**src/rtl/if_fetch.sv**
```systemverilog
`default_nettype none
// +-----------------------------------------------------------------------------+
// | if_fetch: instruction fetch, one outstanding request, 2-entry output FIFO.  |
// | Optional macro IF_MISALIGN_FAULT_EN. Revision 1.0                           |
// +-----------------------------------------------------------------------------+
module if_fetch #(
  parameter logic [63:0] RESET_PC = 64'h0000_0000_8000_0000
) (
  input  logic        clk,
  input  logic        rst_n,
  input  logic        jump_flag_i,
  input  logic [63:0] jump_addr_i,
  input  logic        hold_flag_i,
  output logic        imem_req_o,
  output logic [63:0] imem_addr_o,
  input  logic        imem_gnt_i,
  input  logic        imem_rvalid_i,
  input  logic [31:0] imem_rdata_i,
  output logic [31:0] inst_o,
  output logic [63:0] inst_addr_o,
  output logic        inst_valid_o,
  output logic        fault_o
);

  localparam logic [31:0] C_NOP = 32'h0000_0013;

  typedef enum logic [1:0] {
    S_IDLE = 2'd0,
    S_REQ  = 2'd1,
    S_WAIT = 2'd2,
    S_DROP = 2'd3
  } state_t;

  typedef struct packed {
    logic [31:0] inst;
    logic [63:0] addr;
    logic        fault;
  } entry_t;

  state_t      r_state;
  state_t      w_state_next;
  logic [63:0] r_pc;
  logic [63:0] w_pc_next;
  logic [63:0] r_req_addr;
  entry_t      r_fifo [2];
  logic [1:0]  r_count;
  entry_t      w_push_entry;
  logic        w_push;
  logic        w_pop;
  logic        w_room;
  logic        w_grant;
  logic        w_misaligned;

`ifdef IF_MISALIGN_FAULT_EN
  logic r_fault_done;
  assign w_misaligned = (r_pc[1:0] != 2'b00);
`else
  assign w_misaligned = 1'b0;
`endif

  assign w_pop        = (r_count != 2'd0) && !hold_flag_i && !jump_flag_i;
  // Room is judged after this cycle's pop so a full FIFO being drained can still fetch.
  assign w_room       = (r_count - {1'b0, w_pop}) < 2'd2;
  assign imem_req_o   = (r_state == S_REQ) && w_room && !w_misaligned;
  assign imem_addr_o  = r_pc;
  assign w_grant      = imem_req_o && imem_gnt_i;

  assign inst_valid_o = (r_count != 2'd0);
  assign inst_o       = inst_valid_o ? r_fifo[0].inst : C_NOP;
  assign inst_addr_o  = inst_valid_o ? r_fifo[0].addr : 64'd0;
  assign fault_o      = inst_valid_o && r_fifo[0].fault;

  always_comb begin
    w_state_next = r_state;
    w_pc_next    = r_pc;
    w_push       = 1'b0;
    w_push_entry = '{inst: imem_rdata_i, addr: r_req_addr, fault: 1'b0};
    case (r_state)
      S_IDLE: w_state_next = S_REQ;
      S_REQ: begin
        if (w_grant) begin
          w_state_next = jump_flag_i ? S_DROP : S_WAIT;
          w_pc_next    = r_pc + 64'd4;
        end
`ifdef IF_MISALIGN_FAULT_EN
        else if (w_misaligned && !r_fault_done && w_room) begin
          w_push       = 1'b1;
          w_push_entry = '{inst: C_NOP, addr: r_pc, fault: 1'b1};
        end
`endif
      end
      S_WAIT: begin
        if (imem_rvalid_i) begin
          w_state_next = S_REQ;
          w_push       = 1'b1;
        end else if (jump_flag_i) begin
          w_state_next = S_DROP;
        end
      end
      S_DROP: if (imem_rvalid_i) w_state_next = S_REQ;
      default: w_state_next = S_IDLE;
    endcase
    // A redirect overrides the sequential pc and discards any response landing now.
    if (jump_flag_i) begin
      w_pc_next = jump_addr_i;
      w_push    = 1'b0;
    end
  end

  always_ff @(posedge clk) begin
    if (!rst_n) begin
      r_state    <= S_IDLE;
      r_pc       <= RESET_PC;
      r_req_addr <= 64'd0;
    end else begin
      r_state <= w_state_next;
      r_pc    <= w_pc_next;
      if (w_grant) r_req_addr <= r_pc;
    end
  end

  // Head always lives in slot 0; a pop shifts slot 1 down.
  always_ff @(posedge clk) begin
    if (!rst_n || jump_flag_i) begin
      r_count <= 2'd0;
    end else begin
      case ({w_push, w_pop})
        2'b10: begin
          r_fifo[r_count[0]] <= w_push_entry;
          r_count            <= r_count + 2'd1;
        end
        2'b01: begin
          r_fifo[0] <= r_fifo[1];
          r_count   <= r_count - 2'd1;
        end
        2'b11: begin
          if (r_count == 2'd1) begin
            r_fifo[0] <= w_push_entry;
          end else begin
            r_fifo[0] <= r_fifo[1];
            r_fifo[1] <= w_push_entry;
          end
        end
        default: ;
      endcase
    end
  end

`ifdef IF_MISALIGN_FAULT_EN
  always_ff @(posedge clk) begin
    if (!rst_n || jump_flag_i) r_fault_done <= 1'b0;
    else if (w_push && (r_state == S_REQ)) r_fault_done <= 1'b1;
  end
`endif

endmodule
`default_nettype wire

```
**config.mk**
```make
export PLATFORM = sky130hd
export DESIGN_NAME = if_fetch
export DESIGN_NICKNAME = d
export VERILOG_FILES = /design/src/rtl/if_fetch.sv
export SDC_FILE = /design/constraint.sdc
export NUM_CORES = 1
export LEC_CHECK = 0
export BUFFER_PORTS_ARGS = -buffer_cell sky130_fd_sc_hd__buf_2
export CORE_MARGIN = 4
export CORE_UTILIZATION = 30
export CTS_CLUSTER_SIZE = 20
export DETAILED_ROUTE_END_ITERATION = 7
export GPL_ROUTABILITY_DRIVEN = 1
export SYNTH_ARGS = -nofsm -noshare
export SYNTH_HDL_FRONTEND = slang
export SYNTH_SLANG_ARGS = --single-unit
```
**constraint.sdc**
```tcl
create_clock -name clk -period 43.9 [get_ports clk]
set_clock_uncertainty 0.2 [all_clocks]
set_input_delay 8.78 -clock clk [delete_from_list [all_inputs] [get_ports clk]]
set_output_delay 8.78 -clock clk [all_outputs]
set_load 0.03 [all_outputs]
```
# Word-level counts from Yosys, hierarchy flattened
# Memories as Yosys holds them, arrays and structs flattened.
# Index checks and enable logic that the tools add are counted.
classes:
  div_mod_pow: 0
  magnitude_cmp: 1
  n_addsub: 4
  n_eq_ne: 10
  n_reduce_logical: 17
  multipliers: 0
  n_mux: 34
  n_bitwise: 2
  n_shift: 0
op_table:
  columns: ["op", "count"]
  rows:
  - ["two-way mux 97 bit", 3]
  - ["two-way mux 64 bit", 4]
  - ["OR reduction 97 bit", 1]
  - ["adder 64 x 3 -> 64 bit, second input constant", 1]
  - ["two-way mux 32 bit", 1]
  - ["two-way mux 1 bit", 20]
  - ["equality test 2 bit, second input constant", 4]
  - ["two-way mux 2 bit", 4]
  - ["case mux 2 bit (4 select lines)", 1]
  - ["nonzero test 2 bit", 4]
  - ["equality test 2 x 1 -> 1 bit, second input constant", 3]
  - ["logical AND 1 bit", 5]
  - ["inequality test 2 bit, second input constant", 2]
  - ["case mux 2 bit (2 select lines)", 1]
  - ["logical NOT 1 bit", 3]
  - ["inequality test 3 bit, second input constant", 1]
  - ["AND reduction 3 bit", 1]
  - ["adder 2 x 1 -> 2 bit, second input constant", 1]
  - ["logical NOT 2 bit", 1]
  - ["less-than comparator 2 bit, second input constant", 1]
  - ["bitwise OR 1 bit", 2]
  - ["AND reduction 2 bit", 1]
  - ["subtractor 2 x 1 -> 2 bit", 1]
  - ["subtractor 2 x 1 -> 2 bit, second input constant", 1]
  - ["logical OR 1 bit", 1]
word_totals:
  register_bits: 132
  mem_count: 1
  latchBits: 0
  wordCells: 73
  rom_bits: 0
  mem_bits_rw: 194
  input_bits: 102
  out_inout_bits: 163
memory_table:
  columns: ["memory", "words", "word_bits", "read_ports", "rd_clocked_by_memory_dff", "wr", "line", "text"]
  rows:
  - ["r_fifo", 2, 97, 2, 0, 2, "45", "entry_t r_fifo [2];"]

# Logic depth before layout (Yosys ltp)
# Gate-level depths: netlist (run 1).
depth:
  ltp_word: 11
  depth_mapped: 11
  depth_no_buf: 7

# Worst setup path after synthesis (run 1)
# Ideal clock, no wire load.
synth_path:
  kind: "input-to-reg"
  startpoint: "input port rst_n"
  endpoint: "memory r_fifo[1][10] (netlist name) (enable)"
  cell_stages: 4
  slack_ps: 18348
  t_arrival_ps: 24291
  cell_sequence: "clkbuf_1 -> clkbuf_1 -> nand2_1 -> a2111oi_0"
synth_lines:
  columns: ["item", "line", "text"]
  rows:
  - ["start: declaration", "10", "input logic rst_n,"]
  - ["end: declaration", "45", null]

# Final worst setup path (run 1)
layout_path:
  startpoint: "input port jump_flag_i"
  endpoint: "output port imem_req_o"
layout_via:
  elab_chain_len: 5
layout_lines:
  columns: ["item", "line", "text"]
  rows:
  - ["start: declaration", "11", "input logic jump_flag_i,"]
  - ["logical NOT 1 bit", "61", "assign w_pop = (r_count != 2'd0) && !hold_flag_i && !jump_flag_i;"]
  - ["logical AND 1 bit", "61", null]
  - ["subtractor 2 x 1 -> 2 bit", "63", "assign w_room = (r_count - {1'b0, w_pop}) < 2'd2;"]
  - ["less-than comparator 2 bit", "63", null]
  - ["logical AND 1 bit", "64", "assign imem_req_o = (r_state == S_REQ) && w_room && !w_misaligned;"]
  - ["end: declaration", "14", "output logic imem_req_o,"]
# Every way passes these cells.

==> results_dict.tcl, run 1 <==
set metrics [dict create \
    p_per_area_nw_per_um2 43.2 \
    nets 1548 \
    post-dp-hpwl_um 26500 \
    gp_congestion 0.820 \
    drtAntennaViolNets 0 \
    clkTransAtPathRegs_ns 0.06 \
    ys_types 51 \
    worstSetupEndpointType "output port" \
    cts_sinks 324 \
    finalSetupViolations 0 \
    yosys_warnings 0 \
    cts_buffer_depth 3 \
    setup_tns_ns 0 \
    max_freq_mhz 51.9 \
    htreeDepth 2 \
    drive_above_1_share_pct 30.3 \
    postSynthAreaPerCell_um2 11.4 \
    async_flop_share_pct 0 \
    core.rowCount 78 \
    grt_start_max_net_pins 77 \
    gr-total-overflow 0 \
    tightest_slew_ns 1.23 \
    antenna_found_initial 4 \
    finalMaxSlewViolations 0 \
    slew_headroom_pct 17.6 \
    drt_first_pass_iters 5 \
    hold_path_class "reg2reg" \
    synthXorXnorAreaFrac_pct 1.60 \
    crit_path_start_kind "input pin" \
    ys_ff_latch 324 \
    whs_ns 0.251 \
    cts_resized 0 \
    drtIter0Drc 602 \
    grt_use_total_pct 15.5 \
    die_w_um 222 \
    synthMuxAreaShare_pct 8.33 \
    synth-edff-count 192 \
    synth-adder-area-share_pct 0.548 \
    numCtsBuffers 37 \
    portBuffers 263 \
    critPathKind "in2out" \
    power_mw 0.728 \
    pin_count 265 \
    ys_seq_area_share_pct 61.3 \
    dpl_worst_slack_ns 24.64 \
    post_cts_buffers 0 \
    worstSkewPairLatency_ns 0.54 \
    postCtsHoldBufs 0 \
    initial_core_util_pct 30.3 \
    min_period_over_period_pct 43.9 \
    drc 0 \
    synth_top_family_by_area "simple AND/OR/NAND/NOR gates" \
    power.ir.vdd_worst_mv 0.0210 \
    wl_per_cell_um 19.3 \
    final_cell_mix "buf_2, edfxtp_1, nand2_1" \
    grt_pass1_vias 10000 \
    synth_compound_gate_area_share_pct 9.08 \
    synth_fp_nets 1308 \
    dieArea_um2 49200 \
    r2r_start "r_count[0]" \
    rsz0062_at_grt "no" \
    worst-path-max-fanout 24 \
    via_count 10300 \
    post-route-min-period_ns 19.26 \
    ys.flop_type "edfxtp_1" \
    hold_violations 0 \
    status "complete, no violations" \
    max_cap_violations 0 \
    arrival_ns 10.28 \
    wl_um 40000 \
    grt_pass1_wl_um 60600 \
    die_h_um 222 \
    finish.utilization_pct 37.2 \
    cts_root_buf "clkbuf_16" \
    synthCells 1200 \
    leakagePower_nw 6.24 \
    via_per_inst 4.96 \
    crit_path_start "jump_flag_i" \
    fillers 4538 \
    coreArea_um2 45300 \
    cts_tree "built" \
    syn_area_um2 13700 \
    area_growth_syn_to_layout_pct 22.9 \
    final_common_cell "buf_2" \
    crit_required_ns 34.92 \
    min-delay-start "r_req_addr[21]" \
    setup_slack_ns 24.64 \
    yosys.area_share.simple_pct 16.5 \
]
power breakdown:
part	internal (mW)	total [mW]	switching [mW]
logic	0.0232	0.0714	0.0482
clock network	0.188	0.312	0.124
registers	0.333	0.345	0.0127
metrics by stage:
stage / instances / cell area (µm²)
global placement: 2001 / 15600
finish: 2068 / 16900
detailed placement: 2001 / 15600
global route: 2068 / 16900
CTS: 2067 / 16900
floorplan: 1200 / 13700
final cells by class:
class | count | area, µm² | area share [%]
Antenna cell | 1 | 2.50 | 0.0148
Clock buffer | 53 | 1110 | 6.58
Clock inverter | 13 | 120 | 0.713
Inverter | 15 | 57.6 | 0.341
Multi-Input combinational cell | 785 | 4980 | 29.6
Sequential cell | 324 | 8410 | 49.9
Tap cell | 600 | 751 | 4.45
Timing Repair Buffer | 277 | 1420 | 8.43
flip-flops by register name, indices dropped and copies added (netlist names):
register,flops
r_fifo,192
r_state,2
r_req_addr,64
r_count,2
imem_addr_o,64
cells by family after synthesis:
group / count (synthesis)
compound gates: 219
xor+xnor: 25
fa+ha+maj: 6
buf+inv: 91
flops: 324
mux: 102
other cells: 1
simple gates: 432
routing by layer:
| layer | up-vias | GRT usage (%) | wire, µm |
|---|---|---|---|
| met3 | 70 | 4.22 | 2860 |
| met5 | - | 0 | 46 |
| met2 | 330 | 24.7 | 18500 |
| met1 | 4991 | 20.6 | 17500 |
| li1 | 4867 | - | - |
| met4 | 6 | 4.96 | 1100 |
cell usage after synthesis (all sizes together), types with 16 or more instances:
master	count	area share (%)
or4	21	1.2
o31ai	18	0.99
nor2	28	0.77
mux2	97	8.0
o21ai	65	2.4
clkbuf	68	1.9
a21oi	87	3.2
nand2	159	4.4
nand3	32	1.2
edfxtp	192	42
nand4	23	1.0
nor3	16	0.62
dfxtp	132	19
a31oi	28	1.3
nor2b	94	4.3
worst max-delay path, cell delays in order:
cell     delay [ns]
buf_2          0.30
nor4_2         0.65
xnor2_1        0.20
and2_1         0.14
buf_2          0.19
worst paths after layout:
check,to,slack (ns),depth (start not counted)
worst min register to register,r_fifo[1][22],0.25,0
worst max register to register,imem_addr_o[62],39.04,8
worst min-delay path,r_fifo[1][22],0.25,0
worst max-delay path,imem_req_o,24.64,5
(Power assumes the default switching activity.)
==> run 2: changes to the inputs <==
ABC_AREA = 1   (was unset)
clock period = 19.9 ns   (was 43.9 ns; I/O delays follow)
==> run 2 against run 1 <==
  * Wire length is 16% higher
  * Power is 140% higher
  * Combinational power grew to 3.4 times the previous value
  * Critical path type unchanged
  * Largest power group unchanged
==> results_dict.tcl, run 2 <==
set metrics [dict create \
    cts_root_buf "clkbuf_16" \
    cp_cell_sequence "buf_2 > buf_4 > inv_2 > nand4_1 > nand2_1 > nor2_1 > buf_2" \
    r2r_start "r_count[0]" \
    worstSetupEndpointType "output port" \
    wl_per_cell_um 18.1 \
    via_per_inst 4.63 \
    ys.flop_type "edfxtp_1" \
    fillers 5087 \
    final_cell_mix "nor2_1, nand2_1, buf_2" \
    postSynthAreaPerCell_um2 9.08 \
    met1_length_um 21200 \
    slew_headroom_pct 21.9 \
    final_common_cell "nor2_1" \
    finalMaxSlewViolations 0 \
    rsz0062_at_grt "no" \
    p_per_area_nw_per_um2 96.2 \
    cts_buffer_depth 3 \
    critPathMostFrequentCell "buf_2" \
    max_freq_mhz 104 \
    drtAntennaViolNets 0 \
    post-route-min-period_ns 9.64 \
    regMostFlops "r_fifo" \
    post_cts_buffers 0 \
    area_growth_syn_to_layout_pct 21.1 \
    drtIter0Drc 638 \
    leakagePower_nw 7.43 \
    place_area_um2 16700 \
    crit_path_start_kind "input pin" \
    setup_slack_ns 10.26 \
    worstHoldPathCells 0 \
    die_h_um 230 \
    max_stage_delay_ns 0.55 \
    yosysTopAreaCell "edfxtp_1" \
    critPathKind "in2out" \
    hold_violations 0 \
    synthTopCellsByArea "edfxtp_1, dfxtp_1, nor2_1, nand2_1, mux2_2" \
    via_count 11900 \
    hold_path_class "reg2reg" \
    min_period_over_period_pct 48.5 \
    ys_seq_area_share_pct 56.8 \
    dieArea_um2 53000 \
    largest_reg_flops 192 \
    min-delay-start "r_req_addr[2]" \
    postCtsHoldBufs 0 \
    drive_above_1_share_pct 21.9 \
    drc 0 \
    ys_types 35 \
    cts_resized 0 \
    antenna_found_initial 1 \
    worst_r2r_path_depth 10 \
    grt_pass1_vias 11700 \
    crit_family "buffers and inverters" \
    tightest_slew_ns 1.17 \
    r2r_slack_ns 15.14 \
    whs_endpoint "r_fifo[1][3]" \
    ys_ff_latch 324 \
    synth_common_cells "nor2_1, nand2_1, edfxtp_1" \
    dpl_worst_slack_ns 10.22 \
    wl_met2_um 21100 \
    synth_top_area_share_pct 39.0 \
    critical_path.slowest_cell "buf_4" \
    worstSkewPairLatency_ns 0.55 \
    post-place-cells 2495 \
    clkTransAtPathRegs_ns 0.05 \
    crit_buf_inv 4 \
    timing.rr.end "r_req_addr[52]" \
    grt_pass1_wl_um 70500 \
    htreeDepth 2 \
    gp_congestion 0.916 \
    numCtsBuffers 37 \
    coreArea_um2 48800 \
    wl_met3_um 2810 \
    wl_um 46400 \
    portBuffers 263 \
    setup_tns_ns 0 \
    arrival_ns 5.46 \
    status "complete, no violations" \
    synth-edff-count 192 \
    finish.utilization_pct 36.7 \
    nets 1978 \
    power.ir.vdd_worst_mv 0.0497 \
    worst-path-max-fanout 67 \
    drt_first_pass_iters 5 \
    core.rowCount 81 \
    max_cap_violations 0 \
    gr-total-overflow 0 \
    final_cell_area_um2 17900 \
    async_flop_share_pct 0 \
    yosys_warnings 0 \
    synthCells 1631 \
    cts_tree "built" \
    post-dp-hpwl_um 32900 \
    grt_start_max_net_pins 99 \
    initial_core_util_pct 30.3 \
    die_w_um 230 \
    pin_count 265 \
    synth_most_common_cell "nor2_1" \
    syn_area_um2 14800 \
    crit_required_ns 15.72 \
    fin_cells 2563 \
    cts_sinks 324 \
    highest_layer "met4" \
    grt_use_total_pct 17.0 \
    finalSetupViolations 0 \
    synth_fp_nets 1739 \
]
==> run 2: changes by cell type after synthesis, sizes merged, moves of 14 or more <==
| cell | before | now |
|---|---|---|
| nor2 | 28 | 304 |
| inv | 14 | 190 |
| nand2 | 159 | 284 |
| nor2b | 94 | 0 |
| nand3 | 32 | 105 |
| clkbuf | 68 | 37 |
| buf | 8 | 37 |
| o21ai | 65 | 94 |
| or4 | 21 | 0 |
| o31ai | 18 | 0 |
| nor4 | 15 | 0 |
| a21oi | 87 | 73 |
==> run 2: worst register-to-register path, stage by stage, from the launching register on <==
cell     delay, ns
dfxtp_1       0.36
inv_1         0.24
ha_4          0.92
nor2_2        0.14
nand4_1       0.20
nand4_4       0.56
buf_4         0.60
inv_2         0.43
buf_4         0.62
o21ai_0       0.26
a21oi_1       0.16
==> run 2: through the flow <==
stage / hold WS (ns) / power, mW
after floorplan: 0.208 / 0.992
after global placement: 0.209 / 1.07
after detailed placement: 0.217 / 1.08
after CTS: 0.230 / 1.75
after global routing: 0.245 / 1.81
final: 0.229 / 1.72
==> run 2: worst max path at each step <==
stage                startpoint             to  depth (start not counted)
floorplan           jump_flag_i  r_fifo[1][10]                          4
global route        jump_flag_i     imem_req_o                          7
global placement    jump_flag_i     imem_req_o                          7
detailed placement  jump_flag_i     imem_req_o                          7
CTS                 jump_flag_i     imem_req_o                          7
finish              jump_flag_i     imem_req_o                          7
==> run 2: metal layers <==
metal  GRT usage (%)  vias to the layer above
met1            23.4                     5580
met5               0                        -
li1                -                     5858
met2            27.3                      353
met4            4.99                        0
met3            3.54                       64
==> run 2: area by class of cell <==
class | count | area [µm²] | share of cell area [%]
Timing Repair Buffer | 274 | 1400 | 7.80
Inverter | 190 | 713 | 3.98
Multi-Input combinational cell | 1043 | 5400 | 30.1
Tap cell | 664 | 831 | 4.63
Sequential cell | 324 | 8410 | 46.9
Clock inverter | 15 | 115 | 0.642
Clock buffer | 52 | 1060 | 5.94
Antenna cell | 1 | 2.50 | 0.0140
==> run 2: kinds of logic after synthesis <==
logic type,after synthesis,share of synthesized area [%]
compound gates,197,7.02
mux,95,7.23
simple gates,719,19.9
xor+xnor,25,1.48
fa+ha+maj,6,0.507
other cells,1,0.0253
buf+inv,264,7.08
flops,324,56.8
==> run 2: where the power goes <==
group / switching (mW) / internal, mW
clock: 0.275 / 0.388
combinational: 0.160 / 0.0848
sequential: 0.0457 / 0.771
==> run 3: changes to the inputs <==
clock period = 8.15 ns   (was 19.9 ns; I/O delays follow)
==> run 3 against run 2 <==
  * Sequential cell count did not move
  * Clock power grew to 2.6 times the previous value
  * Largest power group unchanged
  * Count of clock-buffer cells in the layout rose by 1
  * Register-to-register slack worse by 11 ns
==> results_dict.tcl, run 3 (synthesis results as in run 2) <==
set metrics [dict create \
    status "complete, no violations" \
    max_cap_violations 0 \
    die_w_um 230 \
    area_growth_syn_to_layout_pct 21.9 \
    clkTransAtPathRegs_ns 0.06 \
    p_per_area_nw_per_um2 240 \
    p_int_mw 3.15 \
    leakagePower_nw 7.48 \
    critPathKind "in2out" \
    power.ir.vdd_worst_mv 0.119 \
    grt_use_total_pct 17.2 \
    antenna_found_initial 1 \
    power.switching_mw 1.19 \
    worstSkewPairLatency_ns 0.55 \
    coreArea_um2 48800 \
    crit_buf_inv 4 \
    hold_violations 0 \
    numCtsBuffers 37 \
    final_common_cell "nor2_1" \
    final_cell_mix "nor2_1, nand2_1, buf_2" \
    rsz0062_at_grt "no" \
    drive_above_1_share_pct 22.0 \
    power_frac_clock_pct 40.1 \
    hold_path_class "reg2reg" \
    pin_count 265 \
    via_count 11900 \
    worstSetupEndpointType "output port" \
    cts_root_buf "clkbuf_16" \
    max_stage_delay_ns 0.48 \
    postCtsHoldBufs 0 \
    finish.utilization_pct 36.9 \
    post-dp-hpwl_um 33500 \
    crit_family "buffers and inverters" \
    finalMaxSlewViolations 0 \
    worst-path-max-fanout 54 \
    gr-total-overflow 0 \
    largest_reg_flops 192 \
    gp_congestion 0.909 \
    post-route-min-period_ns 4.82 \
    cp_cell_sequence "buf_2 > inv_2 > buf_4 > nand3_1 > nand2_1 > nand2_1 > nor2_1 > buf_2" \
    swShare_pct 27.3 \
    grt_pass1_vias 11800 \
    nets 1980 \
    core.rowCount 81 \
    die_h_um 230 \
    finalSetupViolations 0 \
    grt_start_max_net_pins 80 \
    critical_path.slowest_cell "buf_4" \
    crit_path_start_kind "input pin" \
    regMostFlops "r_fifo" \
    tightest_slew_ns 0.842 \
    wl_um 46600 \
    max_freq_mhz 208 \
    post_cts_buffers 0 \
    grt_pass1_wl_um 71100 \
    dieArea_um2 53000 \
    portBuffers 263 \
    slew_headroom_pct 43.9 \
    power_mw 4.34 \
    combinationalPowerShare_pct 13.8 \
    drc 0 \
    initial_core_util_pct 30.3 \
    min_period_over_period_pct 59.1 \
    cts_tree "built" \
    htreeDepth 2 \
    arrival_ns 2.99 \
    r2r_slack_ns 4.48 \
    crit_required_ns 6.32 \
    cts_buffer_depth 3 \
    drtAntennaViolNets 0 \
    setup_tns_ns 0 \
    cts_resized 0 \
    drtIter0Drc 897 \
    pwr-share-seq_pct 46.0 \
    cts_sinks 324 \
    wl_per_cell_um 18.2 \
    drt_first_pass_iters 5 \
    via_per_inst 4.63 \
]
==> run 3: final timing paths <==
path | to | cells past startpoint | start
worst max register to register | imem_addr_o[43] | 10 | r_count[0]
worst min register to register | r_fifo[1][3] | 0 | r_req_addr[2]
worst min-delay path | r_fifo[1][3] | 0 | r_req_addr[2]
worst max-delay path | imem_req_o | 8 | jump_flag_i
==> run 3: cell type report <==
type	instances	area, µm²
Clock buffer	53	1090
Tap cell	664	831
Clock inverter	13	179
Inverter	190	713
Fill cell	5083	30800
Multi-Input combinational cell	1043	5400
Antenna cell	1	2.50
Sequential cell	324	8410
Timing Repair Buffer	276	1410
==> run 3: per-layer routing <==
metal,vias up,wire length [µm],share of wire (%),track usage [%]
met5,-,0,0,0
met4,0,1430,3.1,6.12
met3,65,2500,5.4,2.82
met2,336,21000,45,27.3
met1,5627,21600,46,23.9
li1,5853,-,-,-
==> run 3: worst reg2reg max path: stages (launching register included) <==
cell and delay (ns):
dfxtp_1 0.44, inv_1 0.20, ha_4 0.29, nor2_2 0.21
nand4_1 0.18, nand4_4 0.31, buf_4 0.63, nand2_1 0.63
o21ai_0 0.32, inv_1 0.06, a21oi_1 0.13
==> run 3: through the flow <==
step / hold slack, ns / std cells / worst slack [ns] / cell area [µm²]
after CTS: 0.236 / 2563 / 3.34 / 18000
after floorplan: 0.208 / 1631 / 0.579 / 14800
after detailed placement: 0.221 / 2497 / 3.18 / 16800
after global placement: 0.209 / 2497 / 3.28 / 16800
after global routing: 0.254 / 2564 / 3.16 / 18000
final: 0.231 / 2564 / 3.33 / 18000
==> run 3: power groups by stage <==
| stage | clock, mW | sequential, mW | combinational [mW] |
|---|---|---|---|
| detailed placement | 0 | 2.03 | 0.601 |
| floorplan | 0 | 2.03 | 0.393 |
| global placement | 0 | 2.02 | 0.585 |
| global route | 1.86 | 2.01 | 0.678 |
| finish | 1.74 | 2.00 | 0.600 |
| CTS | 1.79 | 1.99 | 0.605 |
